==> src/rtl/boot_copy_pkg.sv <==
// rtl/boot_copy_pkg.sv - shared state encoding and elaboration checks for the boot copy engine
package boot_copy_pkg;

   typedef enum logic [2:0] {
      ST_ARM,
      ST_FETCH,
      ST_WRITE,
      ST_EXEC,
      ST_FINISH
   } state_t;

   localparam int ROM_LAT_MAX = 3;

   function automatic bit lat_ok(input int lat);
      return (lat >= 0) && (lat <= ROM_LAT_MAX);
   endfunction

   // The index counter is ADDR_W+1 bits, so a full 2^ADDR_W image is still representable.
   function automatic bit len_ok(input int len, input int addr_w);
      return (len >= 0) && (longint'(len) <= (longint'(1) << addr_w));
   endfunction

endpackage

==> src/rtl/boot_copy_csum.sv <==
// rtl/boot_copy_csum.sv - modular sum of accepted download words with compare against the expected image sum
module boot_copy_csum #(
   parameter int DATA_W      = 8,
   parameter int CSUM_EXPECT = 0
) (
   input  logic              i_clk_sys,
   input  logic              i_reset,
   input  logic              i_clear,
   input  logic              i_add,
   input  logic [DATA_W-1:0] i_data,
   output logic              o_sum_ok
);

   localparam logic [DATA_W-1:0] EXPECT_C = DATA_W'(CSUM_EXPECT);

   logic [DATA_W-1:0] r_sum;
   logic [DATA_W-1:0] w_sum_next;

   // The compare looks at the sum including the word being accepted this cycle.
   assign w_sum_next = r_sum + (i_add ? i_data : '0);
   assign o_sum_ok   = (w_sum_next == EXPECT_C);

   always_ff @(posedge i_clk_sys) begin
      if (i_reset || i_clear) begin
         r_sum <= '0;
      end else begin
         r_sum <= w_sum_next;
      end
   end

endmodule

==> src/rtl/boot_copy_engine.sv <==
// rtl/boot_copy_engine.sv - boot-store to download-port copy sequencer with execute handoff
// Optional image checksum gate enabled by defining BOOT_COPY_CSUM_EN.
module boot_copy_engine
   import boot_copy_pkg::*;
#(
   parameter int ADDR_W      = 16,
   parameter int DATA_W      = 8,
   parameter int LEN         = 276,
   parameter int DEST_BASE   = 0,
   parameter int EXEC_ADDR   = 0,
   parameter int ROM_LAT     = 0,
   parameter int CSUM_EXPECT = 0
) (
   input  logic              i_clk_sys,
   input  logic              i_reset,
   input  logic              i_start,
   output logic [ADDR_W-1:0] o_rom_addr,
   input  logic [DATA_W-1:0] i_rom_data,
   output logic              o_dn_go,
   output logic              o_dn_wr,
   output logic [ADDR_W-1:0] o_dn_addr,
   output logic [DATA_W-1:0] o_dn_data,
   input  logic              i_dn_wait,
   output logic [ADDR_W-1:0] o_execute_addr,
   output logic              o_execute_enable,
   output logic              o_done,
   output logic              o_csum_err
);

   localparam logic [ADDR_W:0]   LEN_C  = (ADDR_W+1)'(LEN);
   localparam logic [1:0]        LAT_C  = 2'(ROM_LAT);
   localparam logic [ADDR_W-1:0] DEST_C = ADDR_W'(DEST_BASE);
   localparam logic [ADDR_W-1:0] EXEC_C = ADDR_W'(EXEC_ADDR);

   if (!lat_ok(ROM_LAT)) begin : g_lat_err
      $error("boot_copy_engine: ROM_LAT must be within 0..%0d", ROM_LAT_MAX);
   end
   if (!len_ok(LEN, ADDR_W)) begin : g_len_err
      $error("boot_copy_engine: LEN exceeds 2^ADDR_W");
   end
   if (CSUM_EXPECT < 0) begin : g_csum_err
      $error("boot_copy_engine: CSUM_EXPECT must be non-negative");
   end

   state_t          r_state;
   logic [ADDR_W:0] r_idx;
   logic [1:0]      r_lat;
   logic [ADDR_W:0] w_idx_inc;
   logic            w_last;
   logic            w_end_ok;

   assign w_idx_inc = r_idx + 1'b1;
   assign w_last    = (w_idx_inc == LEN_C);

`ifdef BOOT_COPY_CSUM_EN
   logic w_accept;
   logic w_sum_clear;

   // Holding the sum cleared in ARM/FINISH covers both entry paths into FETCH.
   assign w_accept    = (r_state == ST_WRITE) && !i_dn_wait;
   assign w_sum_clear = (r_state == ST_ARM) || (r_state == ST_FINISH);

   boot_copy_csum #(
      .DATA_W      (DATA_W),
      .CSUM_EXPECT (CSUM_EXPECT)
   ) u_csum (
      .i_clk_sys (i_clk_sys),
      .i_reset   (i_reset),
      .i_clear   (w_sum_clear),
      .i_add     (w_accept),
      .i_data    (o_dn_data),
      .o_sum_ok  (w_end_ok)
   );
`else
   assign w_end_ok = 1'b1;
`endif

   always_ff @(posedge i_clk_sys) begin
      if (i_reset) begin
         r_state          <= ST_ARM;
         r_idx            <= '0;
         r_lat            <= '0;
         o_rom_addr       <= '0;
         o_dn_go          <= 1'b0;
         o_dn_wr          <= 1'b0;
         o_dn_addr        <= '0;
         o_dn_data        <= '0;
         o_execute_addr   <= EXEC_C;
         o_execute_enable <= 1'b0;
         o_done           <= 1'b0;
         o_csum_err       <= 1'b0;
      end else begin
         o_execute_enable <= 1'b0;
         case (r_state)
            ST_ARM, ST_FINISH: begin
               if ((r_state == ST_ARM) || i_start) begin
                  r_idx      <= '0;
                  r_lat      <= '0;
                  o_rom_addr <= '0;
                  o_done     <= 1'b0;
                  o_csum_err <= 1'b0;
                  if (LEN_C == '0) begin
                     if (w_end_ok) begin
                        r_state          <= ST_EXEC;
                        o_execute_enable <= 1'b1;
                     end else begin
                        r_state    <= ST_FINISH;
                        o_done     <= 1'b1;
                        o_csum_err <= 1'b1;
                     end
                  end else begin
                     r_state <= ST_FETCH;
                     o_dn_go <= 1'b1;
                  end
               end
            end
            ST_FETCH: begin
               // rom_addr has been stable since the first FETCH cycle, so data is valid now.
               if (r_lat == LAT_C) begin
                  r_state   <= ST_WRITE;
                  o_dn_wr   <= 1'b1;
                  o_dn_addr <= DEST_C + r_idx[ADDR_W-1:0];
                  o_dn_data <= i_rom_data;
               end else begin
                  r_lat <= r_lat + 1'b1;
               end
            end
            ST_WRITE: begin
               if (!i_dn_wait) begin
                  o_dn_wr <= 1'b0;
                  r_idx   <= w_idx_inc;
                  if (w_last) begin
                     o_dn_go <= 1'b0;
                     if (w_end_ok) begin
                        r_state          <= ST_EXEC;
                        o_execute_enable <= 1'b1;
                     end else begin
                        r_state    <= ST_FINISH;
                        o_done     <= 1'b1;
                        o_csum_err <= 1'b1;
                     end
                  end else begin
                     r_state    <= ST_FETCH;
                     r_lat      <= '0;
                     o_rom_addr <= w_idx_inc[ADDR_W-1:0];
                  end
               end
            end
            ST_EXEC: begin
               r_state <= ST_FINISH;
               o_done  <= 1'b1;
            end
            default: r_state <= ST_ARM;
         endcase
      end
   end

endmodule

==> config.mk <==
export PLATFORM = sky130hd
export DESIGN_NAME = boot_copy_engine
export DESIGN_NICKNAME = d
export VERILOG_FILES = /design/src/rtl/boot_copy_pkg.sv /design/src/rtl/boot_copy_csum.sv /design/src/rtl/boot_copy_engine.sv
export SDC_FILE = /design/constraint.sdc
export NUM_CORES = 1
export LEC_CHECK = 0
export CAP_MARGIN = 10
export CORE_UTILIZATION = 35
export CTS_CLUSTER_SIZE = 16
export DETAILED_ROUTE_END_ITERATION = 16
export GPL_ROUTABILITY_DRIVEN = 1
export PLACE_DENSITY_LB_ADDON = 0.05
export SYNTH_ARGS = -nofsm -noshare
export SYNTH_HDL_FRONTEND = slang
export SYNTH_SLANG_ARGS = --single-unit
export TNS_END_PERCENT = 1
==> constraint.sdc <==
create_clock -name i_clk_sys -period 3 [get_ports i_clk_sys]
set_clock_uncertainty 0.15 [all_clocks]
set_input_delay 0.3 -clock i_clk_sys [delete_from_list [all_inputs] [get_ports i_clk_sys]]
set_output_delay 0.3 -clock i_clk_sys [all_outputs]
set_load 0.02 [all_outputs]
* Word-level counts from Yosys, hierarchy flattened
Index checks and enable logic that the tools add are counted.
** Word-level totals
- Output and inout port bits :: 61
- Input bits :: 12
- Register bits :: 66
- Word-level logic and storage cells :: 68
** Operators by class
- Reductions and logical operators :: 17
- Equal/unequal tests :: 11
- $add $sub $neg :: 2
- Bitwise operators :: 1
- Mux-type cells :: 27
** Operators with widths (number)
- $mux 16 :: 3
- $mux 17 :: 2
- $pmux 17 s2 :: 1
- $pmux 16 s2 :: 1
- $add 17x1->17 const B :: 1
- $eq 17x9->1 const B :: 1
- $ne 2x2->1 const B :: 6
- $pmux 3 s4 :: 1
- $mux 2 :: 5
- $mux 3 :: 3
- $reduce_and 3->1 :: 3
- $reduce_and 4->1 :: 2
- $mux 1 :: 7
- $eq 3x2->1 const B :: 2
- $pmux 1 s2 :: 3
- $pmux 2 s3 :: 1
- $reduce_bool 2->1 :: 3
- $reduce_and 5->1 :: 1
- $reduce_and 2->1 :: 2
- $eq 3x1->1 const B :: 1
- $eq 3x3->1 const B :: 1
- $logic_not 3->1 :: 1
- $reduce_bool 3->1 :: 1
- $reduce_or 3->1 :: 1
- other kinds (5) :: 5

* Logic depth before layout (Yosys ltp)
- Word-level depth :: 5
- Gate-level depth with buffers :: 8
- Gate-level depth less buffers :: 7

* Worst setup path before layout
No wires, ideal clock.
- Path type :: register to register
- From :: register r_idx[0]
- To :: register o_rom_addr[0]
- Data required time :: 2716 ps
- Setup time :: 134 ps
- Arrival time :: 2184 ps
- Setup slack :: 531 ps
- Buffers on the path :: 0
- Clock period less this slack :: 2469 ps
- Cell stages (with the launch flop) :: 8
- Cells stage by stage :: dfxtp_1 -> ha_1 -> nand3_2 -> nor4_4 -> xor2_2 -> or4_1 -> o21ai_2 -> o32ai_1
** Between the ends
- Longest elaborated chain between the ends :: 4
- Elaborated cells between the ends (all ways) :: 7
- Those cells by class :: add/sub (1); eq/ne (2); mux (3); reduce/logical (1)
** RTL lines
- from (decl) :: RTL line boot_copy_engine.sv:46 : logic [ADDR_W:0] r_idx;
- from (signal assigned) :: RTL line boot_copy_engine.sv:131 : r_idx <= w_idx_inc;
- $add 17x1->17 (*) :: RTL line boot_copy_engine.sv:52 : assign w_idx_inc = r_idx + 1'b1;
- $eq 17x9->1 or $mux 16 (tied branches) :: RTL line boot_copy_engine.sv:53, boot_copy_engine.sv:132
- $ne 2x2->1 (no source line) or $mux 16 (tied branches)
- $reduce_and 4->1 (no source line) or $pmux 16 s2 (tied branches)
- to (signal assigned) :: RTL line boot_copy_engine.sv:145 : o_rom_addr <= w_idx_inc[ADDR_W-1:0];
- to (decl) :: RTL line boot_copy_engine.sv:17 : output logic [ADDR_W-1:0] o_rom_addr,
Every way passes the cells marked *; elsewhere a longest branch is shown, timed or not. The select of a mux whose other input is x is not followed.
A chain may end at the register's enable or synchronous reset.

* Worst setup path after layout
- From :: register r_idx[0]
- To :: register o_rom_addr[4]
Same word-level chain as after synthesis.

==> flow_metrics.tcl <==
set metrics [dict create \
    status "complete, no violations" \
    path_clk_slew_ns 0.08 \
    max_freq_mhz 366 \
    max-vdd-ir-drop_v 0.000176 \
    setup_viol 0 \
    start_util_pct 36.0 \
    finalCriticalPeriod_ns 2.73 \
    ant_nets 0 \
    yosysSeqAreaShare_pct 39.9 \
    tns_ns 0 \
    dpl.hpwl_um 5600 \
    cts_sinks 66 \
    wirelength_um 8040 \
    layout.nets 459 \
    cp_max_fo 8 \
    synth_seq_cells 66 \
    grt.overflow.total 0 \
    dr.pass1.iters 5 \
    drcViolationCount 0 \
    rsz0062_at_grt "no" \
    p_total_mw 1.79 \
    drv_cap 0 \
    cp.buffers_inverters 0 \
    slew_viol_final 0 \
    grt_max_degree 31 \
    clock_latency_ns 0.34 \
    wl_per_cell_um 14.4 \
    die_x_um 99.2 \
    worst_pin_slew_ns 0.688 \
    numPortBuffers 55 \
    worstPathRequired_ns 3.05 \
    worstPathCellList "ha_1 > nand3_2 > nor4_4 > xor2_2 > or4_1 > o21ai_2 > o32ai_1" \
    maxSlewHeadroom_pct 54.2 \
    cts-root-buf "clkbuf_8" \
    yosysWarnings 0 \
    cts_setup_buffers 0 \
    place.gp.congestion 0.792 \
    n_fill_cell 948 \
    hold_buffers 0 \
    synth.distinct_cells 55 \
    placed_area_um2 3910 \
    drtIter0Drc 124 \
    vias 2804 \
    leakage_nw 1.44 \
    antenna_found_initial 0 \
    ctsLongestPathBuffers 2 \
    startpoint_type "register" \
    cts_buffers 9 \
    antennaDiodeCount 0 \
    stdcell_area_um2 4080 \
    hp-class "register to register" \
    end_kind "register" \
    period_share_pct 91.0 \
    vias_per_cell 5.01 \
    critical_path_arrival_ns 2.78 \
    ioPinCount 73 \
    hold_violations 0 \
    cts_tree "yes" \
    worst-setup-path-type "register to register" \
    synth.avg_cell_area_um2 8.38 \
    track_usage_pct 17.7 \
    crit_slowest_cell "or4_1" \
    ctsResizeCount 0 \
    area_growth_pct 23.4 \
    grt_pass1_vias 2685 \
    cpLargestDelayFamily "simple AND/OR/NAND/NOR gates" \
    power_density_nw_per_um2 437 \
    netlist_area_um2 3310 \
    fp.coreArea_um2 9200 \
    layout-drive-gt1-share_pct 12.9 \
    die_h_um 99.2 \
    htree_levels 3 \
    rows 35 \
    cpPeakStageDelay_ns 0.53 \
    fp.dieArea_um2 9840 \
    synth_cells 395 \
    grt_pass1_wl_um 13700 \
]
cell usage in the layout (no fill, tap or decap), types with 3 or more instances in the layout:
cell,n
nand2b_1,6
nor3_1,7
buf_4,13
o21ai_2,4
o32ai_2,6
nor2_1,38
conb_1,17
a211oi_1,3
and3_1,5
o32ai_1,7
xnor2_1,9
ha_1,3
xor2_1,6
a21oi_1,41
dfxtp_1,66
nand3_1,7
clkinv_2,3
o21ai_0,14
clkbuf_8,10
clkdlybuf4s50_1,54
a22oi_1,7
nor3b_1,3
nor4_1,4
nand2_1,57
inv_1,17
through the flow:
stage / cells / worst slack, ns / utilization [%] / hold WS [ns]
after floorplan: 411 / 0.531 / - / 0.286
after global placement: 544 / 0.344 / 42.5 / 0.292
after detailed placement: 544 / 0.276 / 42.5 / 0.299
after CTS: 560 / 0.267 / 44.4 / 0.307
after global routing: 560 / 0.0825 / 44.4 / 0.325
final: 560 / 0.269 / 44.4 / 0.306
power breakdown:
group / switching [mW] / internal, mW / leakage [nW] / total [mW]
clock network: 0.347 / 0.318 / 0.0851 / 0.665
registers: 0.00985 / 0.891 / 0.534 / 0.901
logic: 0.143 / 0.0767 / 0.823 / 0.219
layer usage:
metal	global-route usage, %	part of all wire (%)
met1	25.5	54
met2	25.0	39
met3	4.43	5.1
met4	7.01	1.8
met5	0	0
logic make-up after synthesis:
kind of cell	count (synthesis)	synth area share, %
AOI/OAI and AO/OA	92	19.7
xor gates and xnor gates	17	4.95
adders and majority gates	3	1.13
buffers and inverters	64	9.76
DFF	66	39.9
muxes	1	0.303
other	1	0.113
and+or+nand+nor	151	24.1
sequential cells by signal, summed over array words and instances (netlist names):
name,flops
o_execute_enable,1
o_dn_wr,1
o_dn_data,8
o_dn_addr,16
o_done,1
r_state,3
o_dn_go,1
r_idx,17
r_lat,2
o_rom_addr,16
worst min-delay path: stages, from the launching register on:
cell and delay [ns]:
dfxtp_1 0.31, nand2_1 0.05, a21oi_1 0.05
Yosys cell counts, drive strengths merged:
library cell   n  area share (%)
a2111oi        1            0.45
a211oi         3            0.68
a21boi         1            0.23
a21oi         41             6.2
a22oi          7             1.6
a2bb2oi        1            0.45
a31oi          2            0.83
and2           1            0.19
and2b          1            0.23
and3           5            0.95
and4           1            0.26
buf           25             5.3
clkbuf        22             2.5
conb           1            0.11
dfxtp         66              40
ha             3             1.1
inv           17             1.9
mux2i          1            0.30
nand2         57             6.5
nand2b         6             1.1
nand3          8             1.4
nand3b         1            0.23
nand4          5             2.0
nand4b         1            0.26
nor2          38             4.3
nor2b          2            0.38
nor3           9             1.9
nor3b          3            0.68
nor4           8             2.8
o211ai         2            0.45
o21a           1            0.23
o21ai         18             3.2
o22ai          2            0.57
o32ai         13             4.8
or2            2            0.38
or3            2            0.38
or4            1            0.23
xnor2          9             2.4
xor2           8             2.6
path summary, 6_finish.rpt:
| path | to | startpoint | slack, ns | depth (start not counted) |
|---|---|---|---|---|
| setup / recovery | o_rom_addr[4] | r_idx[0] | 0.27 | 7 |
| hold / removal | o_dn_data[1] | o_dn_data[1] | 0.31 | 2 |
| setup reg to reg | o_rom_addr[4] | r_idx[0] | 0.27 | 7 |
| hold reg to reg | o_dn_data[1] | o_dn_data[1] | 0.31 | 2 |
layout make-up:
class	count	area (µm²)	area share, %
repair buffers	69	663	16.2
multi-input cells	281	1720	42.2
inverters	17	63.8	1.56
flip-flops and latches	66	1320	32.4
clock buffers	11	141	3.46
clock inverters	5	30.0	0.736
well taps	111	139	3.40
(Power assumes the default switching activity.)
